**config.mk**
```make
export PLATFORM = sky130hd
export DESIGN_NAME = signed_adder_4bit
export DESIGN_NICKNAME = d
export VERILOG_FILES = /design/src/rtl/signed_adder_4bit.sv
export SDC_FILE = /design/constraint.sdc
export NUM_CORES = 1
export LEC_CHECK = 0
export CAP_MARGIN = 10
export CORE_AREA = 2 2 39 41
export CTS_BUF_LIST = sky130_fd_sc_hd__clkbuf_8
export CTS_CLUSTER_DIAMETER = 80
export DETAILED_ROUTE_END_ITERATION = 8
export DIE_AREA = 0 0 41 43
export HOLD_SLACK_MARGIN = 0.15
export PLACE_DENSITY = 0.45
export SLEW_MARGIN = 15
export SYNTH_ARGS = -nofsm -noshare
export SYNTH_HDL_FRONTEND = slang
export SYNTH_SLANG_ARGS = --single-unit
```
**constraint.sdc**
```tcl
create_clock -name clk -period 2.4 [get_ports clk]
set_clock_uncertainty 0.2 [all_clocks]
set_input_delay 0.24 -clock clk [delete_from_list [all_inputs] [get_ports clk]]
set_output_delay 0.24 -clock clk [all_outputs]
set_load 0.005 [all_outputs]
```
**src/rtl/signed_adder_4bit.sv**
```systemverilog
// Registered 4-bit two's-complement adder with signed-overflow flag.
// Latency: 1 cycle (A/B sampled at edge N appear on SUM/overflow just after edge N).
// Backpressure: none; accepts a new operand pair and emits a result every cycle.
//
// Ports:
//   clk      in   1  rising-edge clock
//   rst      in   1  synchronous active-high reset (clears SUM and overflow)
//   A, B     in   4  signed operands, -8..+7
//   SUM      out  4  registered (A + B) mod 16
//   overflow out  1  registered, set when the true sum leaves -8..+7
module signed_adder_4bit (
  input  logic       clk,
  input  logic       rst,
  input  logic [3:0] A,
  input  logic [3:0] B,
  output logic [3:0] SUM,
  output logic       overflow
);

  // One full-adder stage: returns {carry_out, sum_bit}.
  function automatic logic [1:0] full_add(input logic a, input logic b, input logic cin);
    logic p;
    p = a ^ b;
    return {(a & b) | (cin & p), p ^ cin};
  endfunction

  // Carries kept as separate nets so each stage depends only on the previous one.
  logic       c1, c2, c3, c4;
  logic [3:0] s;
  logic       sum_ovf;

  assign {c1, s[0]} = full_add(A[0], B[0], 1'b0);
  assign {c2, s[1]} = full_add(A[1], B[1], c1);
  assign {c3, s[2]} = full_add(A[2], B[2], c2);
  assign {c4, s[3]} = full_add(A[3], B[3], c3);

  // Signed overflow: carry into the sign bit differs from carry out of it.
  // c4 itself is only needed here; the result is the wrapped low 4 bits.
  assign sum_ovf = c4 ^ c3;

  always_ff @(posedge clk) begin
    if (rst) begin
      SUM      <= 4'b0000;
      overflow <= 1'b0;
    end else begin
      SUM      <= s;
      overflow <= sum_ovf;
    end
  end

endmodule

```
==> metrics.md, run 1 <==
| Metric | Value |
|---|---|
| ANT nets after route | 0 |
| # clock sinks | 5 |
| CTS root buffer | clkbuf_8 |
| Syn nets | 29 |
| Synth unique cells | 6 |
| Final hold violation count | 0 |
| RD Place Congestion | 0.573 |
| P&R area growth vs syn | 104% |
| Residual DRC | 0 |
| Final Setup Violations | 0 |
| Full die area | 1760 sq um |
| Fin cells | 50 |
| Most common cell on crit path | fa_2 |
| Cell count after synthesis | 15 |
| Slowest CP cell | fa_2 |
| Most common cell after layout, fill and taps aside | clkdlybuf4s50_1 |
| Mapped Area | 210 sq um |
| Die width | just over 40 microns |
| CP max FO | 2 |
| Fin crit share | 95.7% |
| Leakage power | approximately 0.17 nW |
| Slew headroom | 89.5% |
| Placed cell count | 45 |
| Final Util | 30.9% |
| Min Hold Slack | ~460 ps |
| Seq cells post-synth | 5 |
| Antenna violations before repair | 0 |
| Status | completed |
| Vias in the first global route | 164 |
| Global route overflow | 0 |
| RSZ-0062 raised after global routing | no |
| Slew Limit Fails | 0 |
| Worst setup EP type | flip-flop |
| Fin crit period | 2300 ps |
| Largest net degree at the start of global routing | 6 |
| Seq/Total Area, Yosys | 47.6% |
| CTS H-tree lvls | 1 |
| Max clock buf depth | 2 |
| Final #Nets | 49 |
| Worst path required time | about 2400 ps |
| Syn avg cell area | 14.0 sq um |
| Most frequent cells in the layout | clkdlybuf4s50_1 (14), dfxtp_1 (5), nor2b_1 (4), clkbuf_8 (3), fa_2 (2) |
| CTS buffer count | 3 |
| Routed len/inst | 6.90 microns |
| Core area | 1380 sq um |
| DR vias/cell | 3.28 |
| Rows | 14 |
| CP max stage delay | between 500 and 600 ps |
| Yosys warning count | 0 |
| WL final | 345 microns |
| Global-route usage over all layers | 5.25% |
| CTS tree | built |
| Initial Utilization | roughly 15% |
| Hold Startpoint | rst |
| First-pass GRT wire length | roughly 560 microns |
| Maximum VDD drop | 0.143 mV |
| Critical Path, Cell by Cell | clkdlybuf4s50_1, ha_1, fa_1, fa_2, fa_2, nor2b_1 |
| Die height | 43 microns |
| CTS Hold Buffers Added | 0 |
| Worst Hold Class | input pin to flip-flop |
| I/O pins | 15 |
| CP startpoint | A[0] |
| Initial DRC Count | 1 |
| Power Dens Cells | 698 nW/um^2 |
| Worst Hold Path EP | SUM[1] |
| Worst hold path depth | 2 |
| ANT cells | 0 |
| Vias | around 160 |
| Crit path kind | input pin to flip-flop |
| Crit path launch type | input pin |
| Fmax | between 400 and 500 MHz |
| Reg clk slew, reported paths | 30 ps |
| PortBufs | 14 |
| Layout cells sized above 1 | 17.6% |
| Worst Path Arrival | roughly 2300 ps |
| Max-cap violations | 0 |
| First-pass detailed-route iteration total | 2 |
| Worst-margin pin slew | 157 ps |
## layout make-up
cell class	count	area, sq um
Tap cell	16	20.0
Fill cell	147	956
Timing Repair Buffer	15	148
Clock inverter	1	3.75
Multi-Input combinational cell	10	115
Clock buffer	3	41.3
Sequential cell	5	100
## worst max-delay path: cells and delay by family
kind	cells	cell delay, ps
simple gates	1	110
buf+inv	1	400
fa+ha+maj	4	1500
## cells by family after synthesis
kind of cell	count (synthesis)	share of synthesized area [%]
xor+xnor	1	4.17
fa+ha+maj	4	34.5
flops	5	47.6
simple gates	5	13.7
## metrics by stage
step                instance area (sq um)  setup TNS (ps)  power [mW]  setup slack [ps]
CTS                                   415               0       0.302              26.9
global placement                      370            -335       0.152              -194
global route                          428               0       0.316              22.9
detailed placement                    370            -344       0.153              -201
finish                                428               0       0.299               102
floorplan                             210               0       0.114               295
## Yosys cell counts
library cell  n  area [sq um]
dfxtp_1       5           100
nor2b_1       4          25.0
fa_1          3          60.1
ha_1          1          12.5
nor2_1        1          3.75
xnor2_1       1          8.76
## registers in the layout (all words and copies together) (netlist names)
signal,cells
SUM,4
overflow,1
## worst max path at each step
stage	endpoint	slack, ps	cells past startpoint
finish	SUM[3]	100	6
global route	SUM[3]	20	6
CTS	overflow	30	7
detailed placement	overflow	-200	7
global placement	overflow	-190	7
floorplan	overflow	290	6
## routing by layer
layer / share of wire (%) / track usage (%) / wire, microns / up-vias
met1: 41 / 4.58 / 142 / 66
met2: 38 / 7.19 / 131 / 15
met5: 0 / 0 / 0 / -
met4: 0 / 8.00 / 0 / 0
met3: 21 / 1.57 / 71 / 0
li1: - / - / - / 83
## power by group
group	total, mW	internal, mW	switching [mW]
sequential	0.0951	0.0930	0.00210
clock	0.145	0.109	0.0362
combinational	0.0581	0.0414	0.0166
## what timing repair did
action,in CTS,in global routing
setup buffers,0,1
gates resized for setup,0,2
endpoints found under the setup margin,0,1
Power figures use the tool's default switching activity.
==> run 2, diff against run 1 <==
clock period = 2.41 ns   (was 2.4 ns; I/O delays follow)
==> run 2 against run 1 <==
Sequential power about the same; highest routed layer unchanged; die area unchanged; worst hold slack improved by 2.4 ps; largest power group unchanged; via count increased by 7.3%; cell area decreased by 0.58%; final cell count unchanged.
==> metrics.md, run 2 (synthesis results as in run 1) <==
| Metric | Value |
|---|---|
| DP Area | 378 sq um (was 370 sq um) |
| Residual DRC | 0 (unchanged) |
| Min Hold Slack | 459 ps (was 456 ps) |
| Grt met3 use | 1.57% (unchanged) |
| CTS Hold Buffers Added | 0 (unchanged) |
| Psw | 56.1 uW (was 55.0 uW) |
| Status | completed (unchanged) |
| CTS H-tree lvls | 1 (unchanged) |
| Die height | 43 microns (unchanged) |
| First-pass GRT wire length | 572 microns (was 558 microns) |
| Rows | 14 (unchanged) |
| Gr busiest metal | met4 (unchanged) |
| Hold Startpoint | rst (unchanged) |
| Internal Pwr Total | 243 uW (was 244 uW) |
| Full die area | 1760 sq um (unchanged) |
| Met2 usage | 7.50% (was 7.19%) |
| Global route overflow | 0 (unchanged) |
| Max-cap violations | 0 (unchanged) |
| CP max stage delay | 400 ps (was 520 ps) |
| CP bufs+invs | 1 (unchanged) |
| CTS root buffer | clkbuf_8 (unchanged) |
| WL final | 384 microns (was 345 microns) |
| Maximum VDD drop | 0.130 mV (was 0.143 mV) |
| Core area | 1380 sq um (unchanged) |
| Worst Path Arrival | 2200 ps (was 2250 ps) |
| Largest net degree at the start of global routing | 6 (unchanged) |
| Global-route usage over all layers | 5.35% (was 5.25%) |
| Max clock buf depth | 2 (unchanged) |
| Final #Nets | 49 (unchanged) |
| Most common cell on crit path | fa_1 (was fa_2) |
| Final hold violation count | 0 (unchanged) |
| Registers with the most flip-flops | SUM (4), overflow (1) (unchanged) |
| Worst path top cell family by delay | adder cells (unchanged) |
| Initial DRC Count | 1 (unchanged) |
| Worst setup EP type | flip-flop (unchanged) |
| Most frequent cells in the layout | clkdlybuf4s50_1 (14), dfxtp_1 (5), nor2b_1 (4), clkbuf_8 (3), fa_1 (2) (was clkdlybuf4s50_1 (14), dfxtp_1 (5), nor2b_1 (4), clkbuf_8 (3), fa_2 (2)) |
| ANT nets after route | 0 (unchanged) |
| # clock sinks | 5 (unchanged) |
| Post-CTS setup buffers | 0 (unchanged) |
| Sequential Power Share | 31.8% (was 31.9%) |
| Initial Utilization | 15.2% (unchanged) |
| Slew Limit Fails | 0 (unchanged) |
| Layout cells sized above 1 | 14.7% (was 17.6%) |
| Fin area | 425 sq um (was 428 sq um) |
| Worst hold path depth | 2 (unchanged) |
| RD Place Congestion | 0.582 (was 0.573) |
| Die width | 41 microns (unchanged) |
| Top reg by flops | SUM (unchanged) |
| Clock power frac | 48.9% (was 48.7%) |
| Combinational power share | 19.3% (was 19.4%) |
| Power Dens Cells | 702 nW/um^2 (was 698 nW/um^2) |
| Vias in the first global route | 168 (was 164) |
| Crit path kind | input pin to flip-flop (unchanged) |
| CP max FO | 2 (unchanged) |
| Most common cell after layout, fill and taps aside | clkdlybuf4s50_1 (unchanged) |
| Final Setup Violations | 0 (unchanged) |
| Setup tns final | 0 ps (unchanged) |
| Fmax | 435 MHz |
| CTS tree | built (unchanged) |
| First-pass detailed-route iteration total | 2 (unchanged) |
| Worst Hold Class | input pin to flip-flop (unchanged) |
| Worst path required time | 2310 ps (was 2350 ps) |
| Final HPWL DP | 367 microns |
| Met1 usage | 4.59% (was 4.58%) |
| CTS buffer count | 3 (unchanged) |
| Largest register FFs | 4 (unchanged) |
| CP Depth | 7 (was 6) |
| Critical Path, Cell by Cell | clkdlybuf4s50_1, ha_1, fa_1, fa_2, fa_1, xnor2_1, nor2_1 (was clkdlybuf4s50_1, ha_1, fa_1, fa_2, fa_2, nor2b_1) |
| DR vias/cell | 3.52 (was 3.28) |
| Fin crit period | 2300 ps |
| RSZ-0062 raised after global routing | no (unchanged) |
| P&R area growth vs syn | 102% (was 104%) |
| Leakage power | 0.170 nW (was 0.169 nW) |
| Vias | 176 (was 164) |
| Slew headroom | 89.5% (about the same) |
| Crit path launch type | input pin (unchanged) |
| Fin crit share | between 90% and 100% |
| Antenna violations before repair | 0 (unchanged) |
| ANT cells | 0 (unchanged) |
| Reg clk slew, reported paths | 30 ps (about the same) |
| Routed len/inst | 7.68 microns (was 6.90 microns) |
| Switching share of power | 18.8% (was 18.4%) |
| I/O pins | 15 (unchanged) |
| Worst Hold Path EP | SUM[1] (unchanged) |
| PortBufs | 14 (unchanged) |
| Slowest CP cell | clkdlybuf4s50_1 (was fa_2) |
| Worst-margin pin slew | 157 ps (about the same) |
[run 2: timing repair]
item / CTS / global route
endpoints found under the hold margin: 0 / 0
setup endpoints to repair: 0 / 1
gates resized for setup: 0 / 1
[run 2: worst max-delay path by stage]
| stage | start | to | slack (ps) |
|---|---|---|---|
| after CTS | A[0] | overflow | 50 |
| after detailed placement | A[0] | overflow | -180 |
| after floorplan | A[0] | overflow | 300 |
| after global placement | A[0] | overflow | -160 |
| after global routing | A[0] | overflow | 20 |
| final | A[0] | overflow | 110 |
[run 2: area by class of cell]
class,count,area (sq um)
multi-input combinational,10,113
fill,149,958
clock inverter,1,3.75
clock buffer,3,41.3
tap,16,20.0
sequential,5,100
timing repair buffer,15,148
[run 2: routing by layer]
metal,routed length (microns),up-vias,part of all wire (%)
met3,48,0,13
met5,0,-,0
met2,169,15,44
li1,-,83,-
met1,166,78,43
met4,0,0,0
[run 2: power groups by stage]
stage,Sequential [mW],Combinational (mW),Clock [mW]
3_3_place_gp,0.0955,0.0583,0
5_1_grt,0.0953,0.0647,0.154
2_1_floorplan,0.0974,0.0162,0
4_1_cts,0.0952,0.0586,0.151
3_5_place_dp,0.0964,0.0587,0
6_report,0.0950,0.0577,0.146
[run 2: per-stage QoR]
| stage | cells | util, % | worst slack [ps] | power, mW |
|---|---|---|---|---|
| 6_report | 50 | 30.7 | 111 | 0.299 |
| 5_1_grt | 50 | 30.7 | 20.3 | 0.314 |
| 4_1_cts | 50 | 30.6 | 49.3 | 0.305 |
| 3_5_place_dp | 46 | 27.3 | -180 | 0.155 |
| 3_3_place_gp | 46 | 27.3 | -159 | 0.154 |
| 2_1_floorplan | 15 | - | 304 | 0.114 |
==> run 3, diff against run 2 <==
MAX_ROUTING_LAYER = met4   (was default)
==> results of run 3 <==
The final DEF is identical to that of run 2; final timing and power are the same.
Among the figures that moved: final weighted congestion in routability-driven placement 0.582 -> 0.585; overall routing resource usage 5.35% -> 5.49%
